File: config.mk
export PLATFORM = sky130hd
export DESIGN_NAME = branch_resolve_unit_flat
export DESIGN_NICKNAME = d
export VERILOG_FILES = /design/src/rtl/branch_resolve_unit_if.sv /design/src/rtl/branch_resolve_unit.sv /design/src/flat_wrapper.sv
export SDC_FILE = /design/constraint.sdc
export NUM_CORES = 1
export LEC_CHECK = 0
export ABC_CLOCK_PERIOD_IN_PS = 3880
export BUFFER_PORTS_ARGS = -buffer_cell sky130_fd_sc_hd__buf_2
export CAP_MARGIN = 15
export CORE_MARGIN = 4
export CORE_UTILIZATION = 52
export DETAILED_ROUTE_END_ITERATION = 8
export GPL_ROUTABILITY_DRIVEN = 0
export PLACE_DENSITY_LB_ADDON = 0.25
export SYNTH_ARGS = -nofsm -noshare
export SYNTH_HDL_FRONTEND = slang
export SYNTH_SLANG_ARGS = --single-unit
File: constraint.sdc
create_clock -name clk -period 3.88 [get_ports clk]
set_clock_uncertainty 0.05 [all_clocks]
set_input_delay 0.194 -clock clk [delete_from_list [all_inputs] [get_ports clk]]
set_output_delay 0.194 -clock clk [all_outputs]
set_load 0.02 [all_outputs]
File: src/rtl/branch_resolve_unit_if.sv
// Fetch/EX-side signal bundle for the branch resolve unit.
// master: pipeline side, slave: the resolve unit.
interface branch_resolve_unit_if #(
  parameter int XLEN = 32
);
  logic [XLEN-1:0] if_pc;
  logic            if_pred_taken;
  logic            ex_valid;
  logic            ex_is_branch;
  logic            ex_is_jump;
  logic            ex_stall;
  logic [XLEN-1:0] ex_pc;
  logic [XLEN-1:0] ex_target;
  logic            ex_cmp_res;
  logic            ex_pred_taken;
  logic            redirect_valid;
  logic [XLEN-1:0] redirect_pc;
  logic            flush;
  logic [31:0]     br_cnt;
  logic [31:0]     mispred_cnt;

  modport master (
    output if_pc,
    output ex_valid,
    output ex_is_branch,
    output ex_is_jump,
    output ex_stall,
    output ex_pc,
    output ex_target,
    output ex_cmp_res,
    output ex_pred_taken,
    input  if_pred_taken,
    input  redirect_valid,
    input  redirect_pc,
    input  flush,
    input  br_cnt,
    input  mispred_cnt
  );

  modport slave (
    input  if_pc,
    input  ex_valid,
    input  ex_is_branch,
    input  ex_is_jump,
    input  ex_stall,
    input  ex_pc,
    input  ex_target,
    input  ex_cmp_res,
    input  ex_pred_taken,
    output if_pred_taken,
    output redirect_valid,
    output redirect_pc,
    output flush,
    output br_cnt,
    output mispred_cnt
  );
endinterface

File: src/rtl/branch_resolve_unit.sv
// BHT-based branch predictor with EX-stage resolution
// and a registered one-cycle redirect/flush pulse.
module branch_resolve_unit #(
  parameter int IDX_W = 4,
  parameter int XLEN  = 32
) (
  input logic                 clk,
  input logic                 rst,
  branch_resolve_unit_if.slave bus
);
  localparam int N = 1 << IDX_W;

  logic [1:0]      bht_q [N];
  logic [1:0]      bht_d [N];
  logic            rv_q, rv_d;
  logic [XLEN-1:0] rpc_q, rpc_d;
  logic [31:0]     brc_q, brc_d;
  logic [31:0]     mpc_q, mpc_d;

  logic             is_br;
  logic             res;
  logic             act;
  logic             mis;
  logic [IDX_W-1:0] ex_idx;
  logic [IDX_W-1:0] if_idx;
  logic [XLEN-1:0]  seq_pc;

  assign ex_idx = bus.ex_pc[IDX_W+1:2];
  assign if_idx = bus.if_pc[IDX_W+1:2];
  assign seq_pc = bus.ex_pc + XLEN'(4);

  // A jump flag dominates the branch flag.
  always_comb begin
    is_br = bus.ex_is_branch & ~bus.ex_is_jump;
    res   = bus.ex_valid & ~bus.ex_stall & ~rv_q
          & (bus.ex_is_branch | bus.ex_is_jump);
    act   = bus.ex_is_jump | bus.ex_cmp_res;
    mis   = res & (act != bus.ex_pred_taken);
  end

  always_comb begin
    for (int i = 0; i < N; i++) begin
      bht_d[i] = bht_q[i];
    end
    if (res && is_br) begin
      if (act && bht_q[ex_idx] != 2'b11) begin
        bht_d[ex_idx] = bht_q[ex_idx] + 2'b01;
      end else if (!act && bht_q[ex_idx] != 2'b00) begin
        bht_d[ex_idx] = bht_q[ex_idx] - 2'b01;
      end
    end
  end

  always_comb begin
    rv_d  = mis;
    rpc_d = rpc_q;
    brc_d = brc_q;
    mpc_d = mpc_q;
    if (mis) begin
      rpc_d = act ? bus.ex_target : seq_pc;
      mpc_d = mpc_q + 32'd1;
    end
    if (res && is_br) begin
      brc_d = brc_q + 32'd1;
    end
  end

  always_ff @(posedge clk) begin
    if (rst) begin
      for (int i = 0; i < N; i++) begin
        bht_q[i] <= 2'b01;
      end
      rv_q  <= 1'b0;
      rpc_q <= '0;
      brc_q <= '0;
      mpc_q <= '0;
    end else begin
      for (int i = 0; i < N; i++) begin
        bht_q[i] <= bht_d[i];
      end
      rv_q  <= rv_d;
      rpc_q <= rpc_d;
      brc_q <= brc_d;
      mpc_q <= mpc_d;
    end
  end

  // No bypass: lookup sees the pre-update counter.
  assign bus.if_pred_taken  = bht_q[if_idx][1];
  assign bus.redirect_valid = rv_q;
  assign bus.flush          = rv_q;
  assign bus.redirect_pc    = rpc_q;
  assign bus.br_cnt         = brc_q;
  assign bus.mispred_cnt    = mpc_q;
endmodule
File: src/flat_wrapper.sv
// flat-port wrapper written by rule: the top's interface ports become plain ports
module branch_resolve_unit_flat 
#(
  parameter int IDX_W = 4,
  parameter int XLEN  = 32
)
  (clk, rst, bus_if_pc, bus_ex_valid, bus_ex_is_branch, bus_ex_is_jump, bus_ex_stall, bus_ex_pc, bus_ex_target, bus_ex_cmp_res, bus_ex_pred_taken, bus_if_pred_taken, bus_redirect_valid, bus_redirect_pc, bus_flush, bus_br_cnt, bus_mispred_cnt);
  branch_resolve_unit_if #(.XLEN(XLEN)) bus_i ();
  input logic clk;
  input logic rst;
  input wire logic [$bits(bus_i.if_pc)-1:0] bus_if_pc;
  input wire logic [$bits(bus_i.ex_valid)-1:0] bus_ex_valid;
  input wire logic [$bits(bus_i.ex_is_branch)-1:0] bus_ex_is_branch;
  input wire logic [$bits(bus_i.ex_is_jump)-1:0] bus_ex_is_jump;
  input wire logic [$bits(bus_i.ex_stall)-1:0] bus_ex_stall;
  input wire logic [$bits(bus_i.ex_pc)-1:0] bus_ex_pc;
  input wire logic [$bits(bus_i.ex_target)-1:0] bus_ex_target;
  input wire logic [$bits(bus_i.ex_cmp_res)-1:0] bus_ex_cmp_res;
  input wire logic [$bits(bus_i.ex_pred_taken)-1:0] bus_ex_pred_taken;
  output wire logic [$bits(bus_i.if_pred_taken)-1:0] bus_if_pred_taken;
  output wire logic [$bits(bus_i.redirect_valid)-1:0] bus_redirect_valid;
  output wire logic [$bits(bus_i.redirect_pc)-1:0] bus_redirect_pc;
  output wire logic [$bits(bus_i.flush)-1:0] bus_flush;
  output wire logic [$bits(bus_i.br_cnt)-1:0] bus_br_cnt;
  output wire logic [$bits(bus_i.mispred_cnt)-1:0] bus_mispred_cnt;
  assign bus_i.if_pc = bus_if_pc;
  assign bus_i.ex_valid = bus_ex_valid;
  assign bus_i.ex_is_branch = bus_ex_is_branch;
  assign bus_i.ex_is_jump = bus_ex_is_jump;
  assign bus_i.ex_stall = bus_ex_stall;
  assign bus_i.ex_pc = bus_ex_pc;
  assign bus_i.ex_target = bus_ex_target;
  assign bus_i.ex_cmp_res = bus_ex_cmp_res;
  assign bus_i.ex_pred_taken = bus_ex_pred_taken;
  assign bus_if_pred_taken = bus_i.if_pred_taken;
  assign bus_redirect_valid = bus_i.redirect_valid;
  assign bus_redirect_pc = bus_i.redirect_pc;
  assign bus_flush = bus_i.flush;
  assign bus_br_cnt = bus_i.br_cnt;
  assign bus_mispred_cnt = bus_i.mispred_cnt;
  branch_resolve_unit #(.IDX_W(IDX_W), .XLEN(XLEN)) u_core (.clk(clk), .rst(rst), .bus(bus_i));
endmodule
==> impl_metrics.yaml, run 1 <==
power:
  p_int_w: 0.00254
  design_power_total_w: 0.00328
  irDropWorstVdd_mv: 0.279
  power.share.sequential_pct: 41.3
  switching_share_pct: 22.5
  switchingPower_w: 0.000738
  power_frac_comb_pct: 8.1
  powerDensity_nw_per_um2: 384
  clkPwrFrac_pct: 50.6
  leakage_nw: 3.28
timing:
  drv_slew: 0
  fin_crit_ns: 2.84
  setup_tns_ns: 0
  setup_slack_ns: 1.04
  fmaxAchievable_mhz: 352
  setup_viol: 0
  whs_ns: 0.0147
  worst_pin_slew_ns: 0.719
  relSlewSlack_pct: 51.8
  finalCritPeriodShare_pct: 73.2
  finalHoldViolCount: 0
  grt_setup_unrepaired: "no"
synth:
  avgSynthCellArea_um2: 8.62
  synthArstFlopShare_pct: 0
  syn_inst: 803
  synth_seq_area_share_pct: 37.3
  yosys_most_used_dff: "dfxtp_1"
  synth_nets: 915
  synth_seq_cells: 129
  synth_cell_types: 66
  synth_edf_count: 0
  netlist_area_um2: 6920
  ys_warn_count: 0
run:
  max_cap_violations: 0
finish:
  areaGrowthSynthToFinish_pct: 23.2
  antenna_cells: 0
  layout-drive-gt1-share_pct: 25.6
  nNetsFinal: 1070
grt:
  grt_pass1_vias: 6127
  antenna_found_initial: 0
  grt_pass1_wl_um: 30200
  top_usage_layer: "met2"
  grt_max_degree: 57
  met1_usage_pct: 33.3
  globalRouteOverflowTotal: 0
  met2_usage_pct: 40.0
  met3_usage_pct: 4.94
  track_usage_pct: 24.9
outcome:
  status: "complete, no violations"
routing:
  drtIter0Drc: 751
  vias_per_cell: 5.86
  wl_per_cell_um: 16.7
  ant_nets: 0
  drc_errors: 0
  first_pass_iters: 5
  routed_wirelength_um: 19100
  vias: 6681
floorplan:
  fp.dieW_um: 123
  rows: 41
  dieHeight_um: 123
  initial_core_util_pct: 54.0
  core_um2: 12800
  ios: 203
  dieArea_um2: 15200
worst_setup_path:
  crit_arrival_ns: 3.11
  critical_path_class: "reg -> reg"
  cp_max_fo: 4
  worstPathRequired_ns: 4.15
  endpoint_kind: "register"
  cp-start-kind: "register"
hold_path:
  hold_class: "in -> reg"
clock_network:
  cts_num_sinks: 129
  clk_latency_ns: 0.41
  cts_setup_buffers: 0
  cts.reportedPaths.clkPinSlew_ns: 0.05
  cts_buffer_depth: 2
  cts_tree: "built"
  cts-buffers-inserted: 17
  ctsHtreeMaxLevel: 4
  cts_resized: 0
  cts-root-buf: "clkbuf_16"
  cts_hold_buf: 5
placement:
  place_ws_ns: 0.664
  hpwl_um: 13400
  place.port_buffers: 174
==> worst paths after layout <==
kind	startpoint	to	slack, ns	cells after the start
worst max-delay path	register	u_core.bht_q[7][1]	1.04	7
worst max register to register	register	u_core.bht_q[7][1]	1.04	7
worst min-delay path	bus_ex_target[26]	u_core.bus.redirect_pc[26]	0.01	3
worst min register to register	u_core.bus.redirect_pc[11]	u_core.bus.redirect_pc[11]	0.40	2
==> per-layer routing <==
metal,part of all wire (%),vias up
met4,2.3,0
met3,7.2,37
met5,0,-
met1,43,3149
met2,47,263
li1,-,3232
==> critical path, cell delays in order (launching register included) <==
cell and delay, ns:
dfxtp_1 0.31, mux4_2 0.48, mux4_2 0.50, ha_1 0.26, a2111oi_4 0.39, nand2_1 0.25, nor2_1 0.29, mux2i_1 0.22
==> cells in the final DEF (no fill, tap or decap), types with 14 or more instances in the layout <==
| master | instances |
|---|---|
| nand4_1 | 36 |
| nor3_1 | 17 |
| nand3_1 | 30 |
| buf_2 | 173 |
| nor4_1 | 16 |
| inv_1 | 20 |
| xor2_1 | 27 |
| xnor2_1 | 33 |
| clkbuf_16 | 17 |
| and4_1 | 14 |
| dfxtp_1 | 129 |
| nand2_1 | 66 |
| o21ai_0 | 27 |
| or3_1 | 15 |
| a21oi_1 | 47 |
| nor2_1 | 104 |
| and2_1 | 14 |
| mux2i_1 | 32 |
| mux4_2 | 15 |
==> synth_stat cells, types with 5 or more instances <==
library cell	n	share of area, %
xor2_1	27	3.4
o31a_1	6	0.76
nor2_1	104	5.6
a21oi_1	47	3.4
nand4_1	36	3.3
nand3_1	30	2.2
inv_1	20	1.1
nand2_1	66	3.6
xnor2_1	33	4.2
or3_1	15	1.4
nor4_1	16	1.4
mux2i_1	32	4.6
a22oi_1	8	0.87
ha_1	8	1.4
a211oi_1	5	0.54
a211o_1	6	0.76
dfxtp_1	129	37
and2_1	14	1.3
or4_1	5	0.54
clkbuf_1	31	1.7
and3_1	8	0.72
buf_2	13	0.94
mux4_2	15	4.9
o21ai_0	27	2.0
nor3_1	17	1.2
and4_1	14	1.8
==> per-stage QoR <==
| stage | cells | instance area, um2 | util [%] |
|---|---|---|---|
| after floorplan | 803 | 6920 | - |
| after global placement | 1106 | 7860 | 61.3 |
| after detailed placement | 1106 | 7860 | 61.3 |
| after CTS | 1140 | 8520 | 66.5 |
| after global routing | 1140 | 8520 | 66.5 |
| final | 1140 | 8520 | 66.5 |
==> power groups by stage <==
stage	Combinational [W]	Clock [W]	Sequential, W
after floorplan	0.000135	0	0.00140
after global placement	0.000257	0	0.00138
after detailed placement	0.000258	0	0.00138
after CTS	0.000263	0.00168	0.00135
after global routing	0.000289	0.00173	0.00135
final	0.000265	0.00166	0.00135
==> area by class of cell <==
cell class	count	area, um2
fill	1110	4300
sequential	129	2580
timing repair buffer	185	968
clock inverter	5	100
tap	172	215
multi-input combinational	604	4070
clock buffer	24	512
inverter	21	78.8
==> cells by family after synthesis <==
group | synth area share (%)
AOI/OAI and AO/OA | 12.9
xor gates and xnor gates | 7.59
adders and majority gates | 1.45
buffers and inverters | 4.09
DFF | 37.3
muxes | 9.84
and+or+nand+nor | 26.9
Note: power is estimated with default switching activity, not from simulation.
==> run 2: changes to the inputs <==
--- a/config.mk
+++ b/config.mk
@@ -5,11 +5,12 @@
 export SDC_FILE = /design/constraint.sdc
 export NUM_CORES = 1
 export LEC_CHECK = 0
-export ABC_CLOCK_PERIOD_IN_PS = 3880
+export ABC_AREA = 1
+export ABC_CLOCK_PERIOD_IN_PS = 2700
 export BUFFER_PORTS_ARGS = -buffer_cell sky130_fd_sc_hd__buf_2
 export CAP_MARGIN = 15
 export CORE_MARGIN = 4
-export CORE_UTILIZATION = 52
+export CORE_UTILIZATION = 54
 export DETAILED_ROUTE_END_ITERATION = 8
 export GPL_ROUTABILITY_DRIVEN = 0
 export PLACE_DENSITY_LB_ADDON = 0.25
==> constraint.sdc (replaced) <==
create_clock -name clk -period 2.7 [get_ports clk]
set_clock_uncertainty 0.05 [all_clocks]
set_input_delay 0.135 -clock clk [delete_from_list [all_inputs] [get_ports clk]]
set_output_delay 0.135 -clock clk [all_outputs]
set_load 0.02 [all_outputs]
==> run 2 against run 1 <==
Effect of this change:
- non-clock buffer count rose by 28
- critical path depth did not move
- area after synthesis rose by 16%
- highest routed layer unchanged
- maximum frequency rose by 18%
- utilization rose by 1.8 points
- wire length rose by 29%
- register-to-register slack got worse by 0.75 ns
- sequential cell count did not move
- total power rose by 52%
- sequential power rose by 44%
- worst setup slack got worse by 0.75 ns
==> impl_metrics.yaml, run 2 <==
worst_setup_path:
  critical_path_class: "reg -> reg"
  endpoint: "u_core.bus.redirect_pc[1]"
  crit_arrival_ns: 2.72
  rr_worst_depth: 7
  cp_max_fo: 25
  endpoint_kind: "register"
  cp-start-kind: "register"
  timing.rr.start: "u_core.bus.flush"
  r2r_end: "u_core.bus.redirect_pc[1]"
  r2r_setup_slack_ns: 0.29
  worstPathRequired_ns: 3.01
  crit_start: "u_core.bus.flush"
finish:
  final_cell_mix: "nand2_1 (424), nor2_1 (243), buf_2 (174)"
  final.fill_count: 1331
  final_common_cell: "nand2_1"
  antenna_cells: 0
  nNetsFinal: 1644
  final_cells: 1729
  layout-drive-gt1-share_pct: 16.8
  utilization_pct: 68.3
  areaGrowthSynthToFinish_pct: 24.0
floorplan:
  dieHeight_um: 130
  initial_core_util_pct: 55.1
  fp.dieW_um: 130
  dieArea_um2: 16800
  core_um2: 14500
  ios: 203
  rows: 44
placement:
  hpwl_um: 17300
  place_ws_ns: 0.151
  placed_cells: 1673
  place.port_buffers: 174
timing:
  setup_tns_ns: 0
  grt_setup_unrepaired: "no"
  finalHoldViolCount: 0
  fin_crit_ns: 2.41
  setup_viol: 0
  drv_slew: 0
  worst_pin_slew_ns: 0.579
  setup_slack_ns: 0.292
  fmaxAchievable_mhz: 415
  relSlewSlack_pct: 61.4
  finalCritPeriodShare_pct: 89.2
grt:
  grt_pass1_wl_um: 40200
  grt_pass1_vias: 8672
  grt_max_degree: 58
  antenna_found_initial: 0
  globalRouteOverflowTotal: 0
  track_usage_pct: 29.2
power:
  irDropWorstVdd_mv: 0.444
  powerDensity_nw_per_um2: 503
  leakage_nw: 4.49
synth:
  syn_inst: 1343
  synth_seq_area_share_pct: 32.3
  netlist_area_um2: 8010
  synth_top_area_cell: "dfxtp_1"
  synth.area.top_cells: "dfxtp_1 (32%), nand2_1 (20%), nor2_1 (11%)"
  synth_cell_types: 38
  yosys.area.top_type_share_pct: 32.3
  synthArstFlopShare_pct: 0
  synth_edf_count: 0
  synth.most_common_cell: "nand2_1"
  synth_nets: 1455
  synth_seq_cells: 129
  yosys_most_used_dff: "dfxtp_1"
  ys_warn_count: 0
  yosys-top-cells-count: "nand2_1 (425), nor2_1 (243), dfxtp_1 (129), inv_1 (109), a21oi_1 (98)"
  avgSynthCellArea_um2: 5.96
run:
  max_cap_violations: 0
clock_network:
  cts-root-buf: "clkbuf_16"
  cts_num_sinks: 129
  clk_latency_ns: 0.42
  cts_tree: "built"
  cts-buffers-inserted: 17
  ctsHtreeMaxLevel: 4
  cts_buffer_depth: 2
  cts.reportedPaths.clkPinSlew_ns: 0.06
routing:
  drtIter0Drc: 779
  first_pass_iters: 5
  ant_nets: 0
  wl_per_cell_um: 14.2
  vias: 9318
  routed_wirelength_um: 24600
  vias_per_cell: 5.39
  drc_errors: 0
hold_path:
  hold_class: "in -> reg"
outcome:
  status: "complete, no violations"
run 2: cell count changes after synthesis, moves of 32 or more:
| cell | before | now |
|---|---|---|
| inv_1 | 20 | 109 |
| o21ai_0 | 27 | 75 |
| nand3_1 | 30 | 85 |
| nand2_1 | 66 | 425 |
| nor2_1 | 104 | 243 |
| a21oi_1 | 47 | 98 |
| mux2i_1 | 32 | 0 |
run 2: logic make-up after synthesis:
kind of cell,Yosys count,share of synthesized area [%]
DFF,129,32.3
xor gates and xnor gates,14,1.53
AOI/OAI and AO/OA,205,13.7
and+or+nand+nor,825,43.2
adders and majority gates,8,1.25
buffers and inverters,162,8.03
run 2: where the power goes:
group          internal, W  switching (W)  leakage [nW]  total (W)
sequential         0.00193      0.0000182          1.04    0.00195
combinational     0.000198       0.000364          3.14   0.000561
clock              0.00159       0.000886         0.309    0.00248
run 2: stage by stage:
stage	power, W	hold slack [ns]	instance area (um2)
3_3_place_gp	0.00250	0.353	9040
2_1_floorplan	0.00230	0.246	8010
6_report	0.00499	0.0156	9930
5_1_grt	0.00517	0.0425	9930
4_1_cts	0.00500	0.000248	9920
3_5_place_dp	0.00251	0.360	9040
run 2: cell type report:
class	count	area, um2	share of cell area (%)
Clock inverter	13	185	1.87
Tap cell	184	230	2.32
Timing Repair Buffer	213	1240	12.5
Inverter	119	448	4.51
Multi-Input combinational cell	1052	4790	48.3
Sequential cell	129	2580	26.0
Clock buffer	19	453	4.56
run 2: critical path, cell delays in order (launching register included):
cell and delay, ns:
dfxtp_1 0.33, nor3_2 0.38, nand2_4 0.29, inv_1 0.15
buf_4 0.26, o21ai_0 0.13, a31oi_1 0.15, dlygate4sd3_1 0.59
run 2: worst min path at each step:
stage	to	slack (ns)	startpoint	cells after the start
2_1_floorplan	u_core.bus.redirect_pc[0]	0.25	bus_ex_target[0]	2
3_3_place_gp	u_core.bus.redirect_pc[1]	0.35	bus_ex_pc[1]	3
3_5_place_dp	u_core.bus.redirect_pc[1]	0.36	bus_ex_pc[1]	3
4_1_cts	u_core.bus.redirect_pc[12]	0.0002	bus_ex_pc[12]	4
5_1_grt	u_core.bus.redirect_pc[12]	0.04	bus_ex_pc[12]	4
6_report	u_core.bus.redirect_pc[12]	0.02	bus_ex_pc[12]	4
run 2: timing repair:
| action | 4_1_cts | 5_1_grt |
|---|---|---|
| buffers inserted | 0 | 0 |
| resized for setup | 0 | 2 |
| hold buffers | 24 | 0 |
| endpoints found under the hold margin | 18 | 0 |
| endpoints found under the setup margin | 0 | 6 |
run 2: per-layer routing:
layer | global-route usage (%) | vias to the layer above | share of wire [%]
met5 | 0 | - | 0
met1 | 34.8 | 4197 | 41
met4 | 11.8 | 0 | 2.7
met3 | 7.29 | 56 | 8.0
li1 | - | 4678 | -
met2 | 50.5 | 387 | 48
